### src/rtl/led_driver.sv
// Purpose : write-only LED control registers feeding a tick-driven PWM engine with blink envelope.
// Latency : register write -> led on the second rising edge; pwm/blink state -> led after one register stage.
// Backpr. : none; writes accepted every cycle, counters advance only on tick, led holds when tick is low.
//
// Ports:
//   clock            single clock, rising edge
//   n_reset          asynchronous active-low reset
//   tick             one-cycle advance enable (may be held high)
//   wr_en            register write strobe, sampled every cycle
//   wr_addr[1:0]     0=CTRL {invert,blink_en,enable}, 1=DUTY, 2=BLINK_HALF, 3=ignored
//   wr_data[31:0]    write data, bits above each field width are dropped
//   led              registered LED drive
module led_driver #(
  parameter int PWM_BITS   = 8,
  parameter int BLINK_BITS = 16
) (
  input  logic        clock,
  input  logic        n_reset,
  input  logic        tick,
  input  logic        wr_en,
  input  logic [1:0]  wr_addr,
  input  logic [31:0] wr_data,
  output logic        led
);

  typedef enum logic {
    ON_PHASE  = 1'b0,
    OFF_PHASE = 1'b1
  } blink_state_e;

  localparam int CTRL_EN    = 0;
  localparam int CTRL_BLINK = 1;
  localparam int CTRL_INV   = 2;

  // Register file
  logic [2:0]            ctrl_q, ctrl_d;
  logic [PWM_BITS-1:0]   duty_q, duty_d;
  logic [BLINK_BITS-1:0] blink_half_q, blink_half_d;

  // PWM engine
  logic [PWM_BITS-1:0]   pwm_cnt_q, pwm_cnt_d;
  logic [PWM_BITS-1:0]   duty_active_q, duty_active_d;

  // Blink FSM
  blink_state_e          state_q, state_d;
  logic [BLINK_BITS-1:0] blink_cnt_q, blink_cnt_d;

  // Output stage
  logic                  led_q, led_d;

  // Decode / control
  logic                  wr_ctrl, wr_duty, wr_blink;
  logic                  run;
  logic                  frame_end;
  logic                  blink_hold;
  logic [BLINK_BITS-1:0] blink_last;
  logic                  pwm_on;

  // Only the low bits of wr_data feed any field.
  logic unused_wr_data;
  assign unused_wr_data = ^wr_data;

  // ---------------------------------------------------------------------------
  // Register writes
  // ---------------------------------------------------------------------------
  always_comb begin
    wr_ctrl  = wr_en && (wr_addr == 2'd0);
    wr_duty  = wr_en && (wr_addr == 2'd1);
    wr_blink = wr_en && (wr_addr == 2'd2);

    ctrl_d       = wr_ctrl  ? wr_data[2:0]            : ctrl_q;
    duty_d       = wr_duty  ? wr_data[PWM_BITS-1:0]   : duty_q;
    blink_half_d = wr_blink ? wr_data[BLINK_BITS-1:0] : blink_half_q;
  end

  // ---------------------------------------------------------------------------
  // PWM engine
  // ---------------------------------------------------------------------------
  // The engine runs only when enable is set both before and after this edge:
  // a CTRL write that clears enable wins over a coincident frame_end and
  // clears the counters on that same edge, while a 0->1 write leaves the
  // counters at 0 so the first enabled frame starts cleanly at pwm_cnt=0.
  always_comb begin
    run       = ctrl_q[CTRL_EN] & ctrl_d[CTRL_EN];
    frame_end = run & tick & (pwm_cnt_q == {PWM_BITS{1'b1}});

    pwm_cnt_d     = pwm_cnt_q;
    duty_active_d = duty_active_q;

    if (!run) begin
      // Disabled: track DUTY continuously (including a write landing this
      // edge) so enabling starts with the current value.
      pwm_cnt_d     = '0;
      duty_active_d = duty_d;
    end else if (tick) begin
      pwm_cnt_d = pwm_cnt_q + PWM_BITS'(1);
      // Shadow load at the frame boundary only; duty_d lets a coincident
      // DUTY write take effect for the next frame.
      if (frame_end) begin
        duty_active_d = duty_d;
      end
    end
  end

  assign pwm_on = (pwm_cnt_q < duty_active_q);

  // ---------------------------------------------------------------------------
  // Blink FSM: next state
  // ---------------------------------------------------------------------------
  // A half period of 0 behaves like 1 frame.
  assign blink_last = (blink_half_q == '0) ? '0 : (blink_half_q - BLINK_BITS'(1));

  always_comb begin
    blink_hold = !run
               || !(ctrl_q[CTRL_BLINK] && ctrl_d[CTRL_BLINK])
               || wr_blink;

    state_d     = state_q;
    blink_cnt_d = blink_cnt_q;

    if (blink_hold) begin
      state_d     = ON_PHASE;
      blink_cnt_d = '0;
    end else if (frame_end) begin
      // >= rather than == keeps the counter bounded whatever its history.
      if (blink_cnt_q >= blink_last) begin
        blink_cnt_d = '0;
        state_d     = (state_q == ON_PHASE) ? OFF_PHASE : ON_PHASE;
      end else begin
        blink_cnt_d = blink_cnt_q + BLINK_BITS'(1);
      end
    end
  end

  // ---------------------------------------------------------------------------
  // Output
  // ---------------------------------------------------------------------------
  // Built from registered state only, so every register write reaches the
  // pin exactly one edge after it lands.
  always_comb begin
    led_d = (ctrl_q[CTRL_EN] & pwm_on
             & (~ctrl_q[CTRL_BLINK] | (state_q == ON_PHASE)))
            ^ ctrl_q[CTRL_INV];
  end

  assign led = led_q;

  // ---------------------------------------------------------------------------
  // State registers
  // ---------------------------------------------------------------------------
  always_ff @(posedge clock or negedge n_reset) begin
    if (!n_reset) begin
      ctrl_q        <= '0;
      duty_q        <= '0;
      blink_half_q  <= '0;
      pwm_cnt_q     <= '0;
      duty_active_q <= '0;
      blink_cnt_q   <= '0;
      state_q       <= ON_PHASE;
      led_q         <= 1'b0;
    end else begin
      ctrl_q        <= ctrl_d;
      duty_q        <= duty_d;
      blink_half_q  <= blink_half_d;
      pwm_cnt_q     <= pwm_cnt_d;
      duty_active_q <= duty_active_d;
      blink_cnt_q   <= blink_cnt_d;
      state_q       <= state_d;
      led_q         <= led_d;
    end
  end

endmodule

### config.mk
export PLATFORM = sky130hd
export DESIGN_NAME = led_driver
export DESIGN_NICKNAME = d
export VERILOG_FILES = /design/src/rtl/led_driver.sv
export SDC_FILE = /design/constraint.sdc
export NUM_CORES = 1
export LEC_CHECK = 0
export ABC_CLOCK_PERIOD_IN_PS = 4400
export CAP_MARGIN = 20
export CORE_AREA = 2 2 103 105
export DETAILED_ROUTE_END_ITERATION = 6
export DIE_AREA = 0 0 105 107
export PLACE_DENSITY = 0.63
export SLEW_MARGIN = 20
export SYNTH_ARGS = -nofsm -noshare
export SYNTH_HDL_FRONTEND = slang
export SYNTH_SLANG_ARGS = --single-unit
### constraint.sdc
create_clock -name clock -period 4.4 [get_ports clock]
set_input_delay 0.66 -clock clock [delete_from_list [all_inputs] [get_ports clock]]
set_output_delay 0.66 -clock clock [all_outputs]
set_load 0.03 [all_outputs]
==> results of run 1 <==
[power by group]
| group | leakage, uW | total, uW | switching [uW] | internal [uW] |
|---|---|---|---|---|
| combinational | 0.000936 | 367 | 195 | 172 |
| clock | 0.0000973 | 516 | 247 | 269 |
| sequential | 0.000769 | 703 | 60.3 | 643 |
[metal layers]
| layer | global-route usage [%] | wire length, um |
|---|---|---|
| met1 | 16.4 | 3230 |
| met3 | 4.44 | 250 |
| met2 | 21.4 | 3230 |
| met4 | 3.90 | 111 |
| met5 | 0 | 0 |
[stage by stage]
stage               area [um2]  util [%]
floorplan                 3470         -
global placement          3840      38.1
detailed placement        3840      38.1
CTS                       4050      40.1
global route              4050      40.1
finish                    4050      40.1
[how the worst max path moves through the flow]
stage,endpoint,cells past startpoint,start
detailed placement,blink_cnt_q[3],12,blink_half_q[5]
CTS,blink_cnt_q[3],12,blink_half_q[5]
floorplan,blink_cnt_q[3],12,blink_half_q[12]
global placement,blink_cnt_q[3],12,blink_half_q[3]
global route,blink_cnt_q[3],12,blink_half_q[3]
finish,blink_cnt_q[3],12,blink_half_q[3]
[cell type report]
type | count | area, um2 | share of cell area, %
multi-input combinational | 260 | 1860 | 45.9
inverter | 14 | 52.6 | 1.30
tap | 136 | 170 | 4.20
clock buffer | 9 | 124 | 3.06
timing repair buffer | 25 | 238 | 5.87
sequential | 61 | 1530 | 37.7
clock inverter | 7 | 80.1 | 1.98
[registers in the layout, summed over array words and instances (netlist names)]
register and flops:
ctrl_q 3, pwm_cnt_q 8, duty_q 8, state_q 1, blink_half_q 16, blink_cnt_q 16, duty_active_q 8, led 1
[cells by family (layout without fill, tap and decap cells)]
| kind of cell | count (synthesis) | in the layout | synth area share (%) |
|---|---|---|---|
| compound gates | 39 | 39 | 7.80 |
| xor+xnor | 30 | 30 | 7.58 |
| fa+ha+maj | 27 | 27 | 9.74 |
| buf+inv | 21 | 55 | 2.38 |
| flops | 61 | 61 | 44.0 |
| mux | 30 | 30 | 9.71 |
| simple gates | 134 | 134 | 18.8 |
[cells in the final DEF (no fill, tap or decap), types with 2 or more instances in the layout]
cell type,instances
dfrtp_1,61
nor2_1,43
nand2_1,30
mux2_2,29
ha_1,27
xor2_1,23
clkdlybuf4s50_1,21
a21oi_1,16
inv_1,14
nand4_1,13
nand3_1,11
o21ai_0,10
nor3_1,9
clkbuf_8,9
xnor2_1,7
nor4_1,5
nand3b_1,5
nand2b_1,4
inv_6,4
buf_4,3
or3_1,2
nor3b_1,2
a31oi_1,2
nor2b_1,2
and3_1,2
a22o_1,2
clkinvlp_4,2
[worst reg2reg max path, delay by kind of cell (launching register included)]
family / cells / cell delay (ns)
AND/OR/NAND/NOR: 8 / 2.21
AO/OA/AOI/OAI: 3 / 0.80
flip-flops: 1 / 0.43
adder cells (fa/ha/maj): 1 / 0.25
==> flow_metrics.env, run 1 <==
export IMPL_syn_area_per_cell_um2=10.1
export IMPL_ys_types=40
export IMPL_cp_max_fo=14
export IMPL_design_core_area_um2=10100
export IMPL_p_per_area_nw_per_um2=392
export IMPL_synth_flop_cell="dfrtp_1"
export IMPL_n_fill_cell=1025
export IMPL_grt_pass1_vias=2624
export IMPL_ys_ff_latch=61
export IMPL_dieHeight_um=107
export IMPL_ys_seq_area_share_pct=44.0
export IMPL_place_congestion=0.844
export IMPL_drt_iter0_markers=108
export IMPL_rows=37
export IMPL_dp_cells=496
export IMPL_synth_common_cells="dfrtp_1, nor2_1, nand2_1, mux2_2, ha_1"
export IMPL_fmax_mhz=264
export IMPL_drtAntennaViolNets=0
export IMPL_hp_class="in2async"
export IMPL_diodes=0
export IMPL_peakVddDrop_mv=0.178
export IMPL_async_reset_ff_share_pct=100
export IMPL_clkLatencyLatePin_ns=0.35
export IMPL_dr_pass1_iters=4
export IMPL_synthesis_nets=407
export IMPL_finalPower_uw=1590
export IMPL_max_cap_viol_count=0
export IMPL_crit_buf_inv=0
export IMPL_setup_ws_ns=0.615
export IMPL_synth_area_leaders="dfrtp_1, ha_1, mux2_2, xor2_1, nor2_1"
export IMPL_dp_hpwl_um=5230
export IMPL_end_kind="flip-flop"
export IMPL_path_cells="nor3_1 > nand3_1 > nor4_1 > nand2_1 > nand2_1 > ha_1 > a211oi_1 > nor2_1 > a2111oi_4 > nand2_2 > or4_1 > o21ai_0"
export IMPL_ctsHoldBuffers=0
export IMPL_grt_pass1_wl_um=11900
export IMPL_h_tree_depth=3
export IMPL_cts_sinks=61
export IMPL_yosysTopAreaCell="dfrtp_1"
export IMPL_clockRootBuffer="clkbuf_8"
export IMPL_cpMostUsedCell="nand2_1"
export IMPL_worst_ep_required_time_ns=4.67
export IMPL_synth_most_common_cell="dfrtp_1"
export IMPL_rr_startpoint="blink_half_q[3]"
export IMPL_cp_arrival_ns=4.05
export IMPL_finalSetupViolCount=0
export IMPL_rsz0062_at_grt="false"
export IMPL_die_w_um=105
export IMPL_initial_utilization_pct=34.4
export IMPL_startpoint_type="flip-flop"
export IMPL_area_growth_pct=16.8
export IMPL_syn_area_um2=3470
export IMPL_finalSetupTns_ns=0
export IMPL_synth_cells=342
export IMPL_clock_skew_ns=0.00972
export IMPL_grt_max_degree=44
export IMPL_ios=39
export IMPL_hold_viol=0
export IMPL_finalMaxSlewViolations=0
export IMPL_dieArea_um2=11200
export IMPL_fin_crit_ns=3.78
export IMPL_worst_slew_pin_slew_ns=0.886
export IMPL_wl_per_cell_um=13.3
export IMPL_p_leak_uw=0.00180
export IMPL_post_cts_setup_buffers=0
export IMPL_nets=436
export IMPL_cts_made_buffers=9
export IMPL_critPathKind="reg2reg"
export IMPL_num_vias=2544
export IMPL_cts_tree="built"
export IMPL_grt_usage_pct=13.1
export IMPL_r2r_end="blink_cnt_q[3]"
export IMPL_ctsResizeCount=0
export IMPL_rr_worst_depth=12
export IMPL_antenna_found_initial=0
export IMPL_avgViaCountPerCell=4.97
export IMPL_clock_path_buffers=2
export IMPL_ff2ff_setup_slack_ns=0.62
export IMPL_cp_top_family="simple AND/OR/NAND/NOR gates"
export IMPL_place_ws_ns=0.610
export IMPL_crit_slowest_cell="or4_1"
export IMPL_synthDominantCellAreaShare_pct=44.0
export IMPL_port_buffers=22
export IMPL_drc_errors=0
export IMPL_post_route_cells_drive_above_1_share_pct=14.6
export IMPL_drt_wl_total_um=6810
export IMPL_synth_edf_count=0
export IMPL_grt_overflow=0
export IMPL_synth_warnings=0
export IMPL_clk_pin_slew_ns=0.08
export IMPL_fin_crit_sh_pct=86.0
export IMPL_status="completed"
export IMPL_critical_path_max_stage_delay_ns=0.48
export IMPL_fin_hold_ws_ns=0.243
export IMPL_fin_cells=512
export IMPL_maxSlewHeadroom_pct=40.7
Power figures use the tool's default switching activity.
==> run 2, diff against run 1 <==
==> constraint.sdc (replaced) <==
create_clock -name clock -period 4.4 [get_ports clock]
set_input_delay 0.44 -clock clock [delete_from_list [all_inputs] [get_ports clock]]
set_output_delay 0.44 -clock clock [all_outputs]
set_load 0.03 [all_outputs]
==> run 2 against run 1 <==
Compared with the run above: non-clock buffer count did not move; maximum frequency fell by 1.5%; cell count fell by 0.20%; global-route usage rose by 0.31 points; largest power group unchanged.
==> flow_metrics.env, run 2 (synthesized netlist as in run 1, its figures left out) <==
export IMPL_status="completed"
export IMPL_finalSetupViolCount=0
export IMPL_cp_arrival_ns=4.10
export IMPL_rsz0062_at_grt="false"
export IMPL_cts_made_buffers=9
export IMPL_hold_viol=0
export IMPL_post_route_cells_drive_above_1_share_pct=14.1
export IMPL_top_regs="blink_cnt_q (16), blink_half_q (16)"
export IMPL_grt_pass1_wl_um=12000
export IMPL_dieArea_um2=11200
export IMPL_post_cts_setup_buffers=0
export IMPL_num_vias=2551
export IMPL_die_w_um=105
export IMPL_n_fill_cell=1034
export IMPL_max_cap_viol_count=0
export IMPL_worst_ep_required_time_ns=4.65
export IMPL_clock_path_buffers=2
export IMPL_dieHeight_um=107
export IMPL_clock_skew_ns=0.00793
export IMPL_layout_commonest_cell="dfrtp_1"
export IMPL_ctsResizeCount=0
export IMPL_grt_usage_pct=13.4
export IMPL_drtAntennaViolNets=0
export IMPL_finalSetupTns_ns=0
export IMPL_clkLatencyLatePin_ns=0.34
export IMPL_p_per_area_nw_per_um2=372
export IMPL_cts_tree="built"
export IMPL_clk_pin_slew_ns=0.07
export IMPL_dr_pass1_iters=4
export IMPL_port_buffers=22
export IMPL_place_congestion=0.825
export IMPL_avgViaCountPerCell=4.99
export IMPL_hp_class="in2async"
export IMPL_startpoint_type="flip-flop"
export IMPL_final_cell_mix="dfrtp_1, nor2_1, nand2_1"
export IMPL_fmax_mhz=260
export IMPL_cp_max_fo=14
export IMPL_cts_sinks=61
export IMPL_grt_max_degree=62
export IMPL_p_leak_uw=0.00179
export IMPL_h_tree_depth=3
export IMPL_grt_pass1_vias=2618
export IMPL_rows=37
export IMPL_worst_slew_pin_slew_ns=0.866
export IMPL_rr_worst_depth=12
export IMPL_peakVddDrop_mv=0.201
export IMPL_wl_per_cell_um=13.4
export IMPL_finalPower_uw=1490
export IMPL_area_growth_pct=15.7
export IMPL_initial_utilization_pct=34.4
export IMPL_maxSlewHeadroom_pct=42.0
export IMPL_end_kind="flip-flop"
export IMPL_drt_iter0_markers=107
export IMPL_grt_overflow=0
export IMPL_ios=39
export IMPL_design_core_area_um2=10100
export IMPL_diodes=0
export IMPL_critPathKind="reg2reg"
export IMPL_antenna_found_initial=0
export IMPL_drc_errors=0
export IMPL_dp_hpwl_um=5280
export IMPL_clockRootBuffer="clkbuf_8"
export IMPL_finalMaxSlewViolations=0
export IMPL_ctsHoldBuffers=0
export IMPL_fin_crit_sh_pct=87.4
export IMPL_nets=436
export IMPL_drt_wl_total_um=6840
export IMPL_fin_crit_ns=3.84
## run 2: changes by cell type in the layout (fill, tap and decap cells not counted), sizes merged
| cell | before | now |
|---|---|---|
| clkbuf | 9 | 11 |
| bufinv | 1 | 0 |
| clkinv | 0 | 2 |
| inv | 18 | 14 |
## run 2: worst paths after layout
check / from / end / slack (ns)
max in group asynchronous: n_reset / blink_cnt_q[9] / 3.63
max: blink_half_q[3] / blink_cnt_q[3] / 0.56
min: n_reset / blink_cnt_q[13] / 0.26
max reg2reg: blink_half_q[3] / blink_cnt_q[3] / 0.56
min in group clock: ctrl_q[2] / led / 0.46
min reg2reg: ctrl_q[2] / led / 0.46
## run 2: metal layers
metal	part of all wire [%]	track usage (%)
met5	0	0
met1	47	16.2
met4	0.94	3.81
met2	49	22.8
met3	3.4	4.56
## run 2: cell type report
class	count	area (um2)	area share, %
Tap cell	136	170	4.24
Multi-Input combinational cell	260	1860	46.3
Clock buffer	11	141	3.52
Sequential cell	61	1530	38.1
Inverter	14	52.6	1.31
Clock inverter	4	25.0	0.624
Timing Repair Buffer	25	238	5.93
## run 2: worst max-delay path, cell delays in order, from the launching register on
cell,delay [ns]
dfrtp_1,0.43
nor3_1,0.42
nand3_1,0.14
nor4_1,0.39
nand2_1,0.37
nand2_1,0.18
ha_1,0.25
a211oi_1,0.26
nor2_1,0.11
a2111oi_4,0.47
nand2_2,0.16
or4_1,0.48
o21ai_0,0.09
## run 2: per-stage QoR
step                      hold WS, ns  instance area [um2]  utilization [%]  instances  setup WS, ns
after floorplan                 0.144                 3470                -        342          1.09
after global placement          0.451                 3840             38.1        496         0.723
after detailed placement        0.455                 3840             38.1        496         0.547
after CTS                       0.287                 4010             39.7        511         0.527
after global routing            0.319                 4010             39.7        511         0.170
final                           0.257                 4010             39.7        511         0.556
## run 2: power by group
| part | internal (uW) | total (uW) | switching (uW) |
|---|---|---|---|
| combinational | 172 | 368 | 195 |
| sequential | 644 | 705 | 61.3 |
| clock | 214 | 420 | 206 |
| total | 1030 | 1490 | 463 |
==> run 3, diff against run 2 <==
- CAP_MARGIN: 20 -> not set
- CTS_CLUSTER_SIZE: not set -> 25
==> results of run 3 <==
Same layout as run 2: the final DEF is identical, and so are final timing and power.
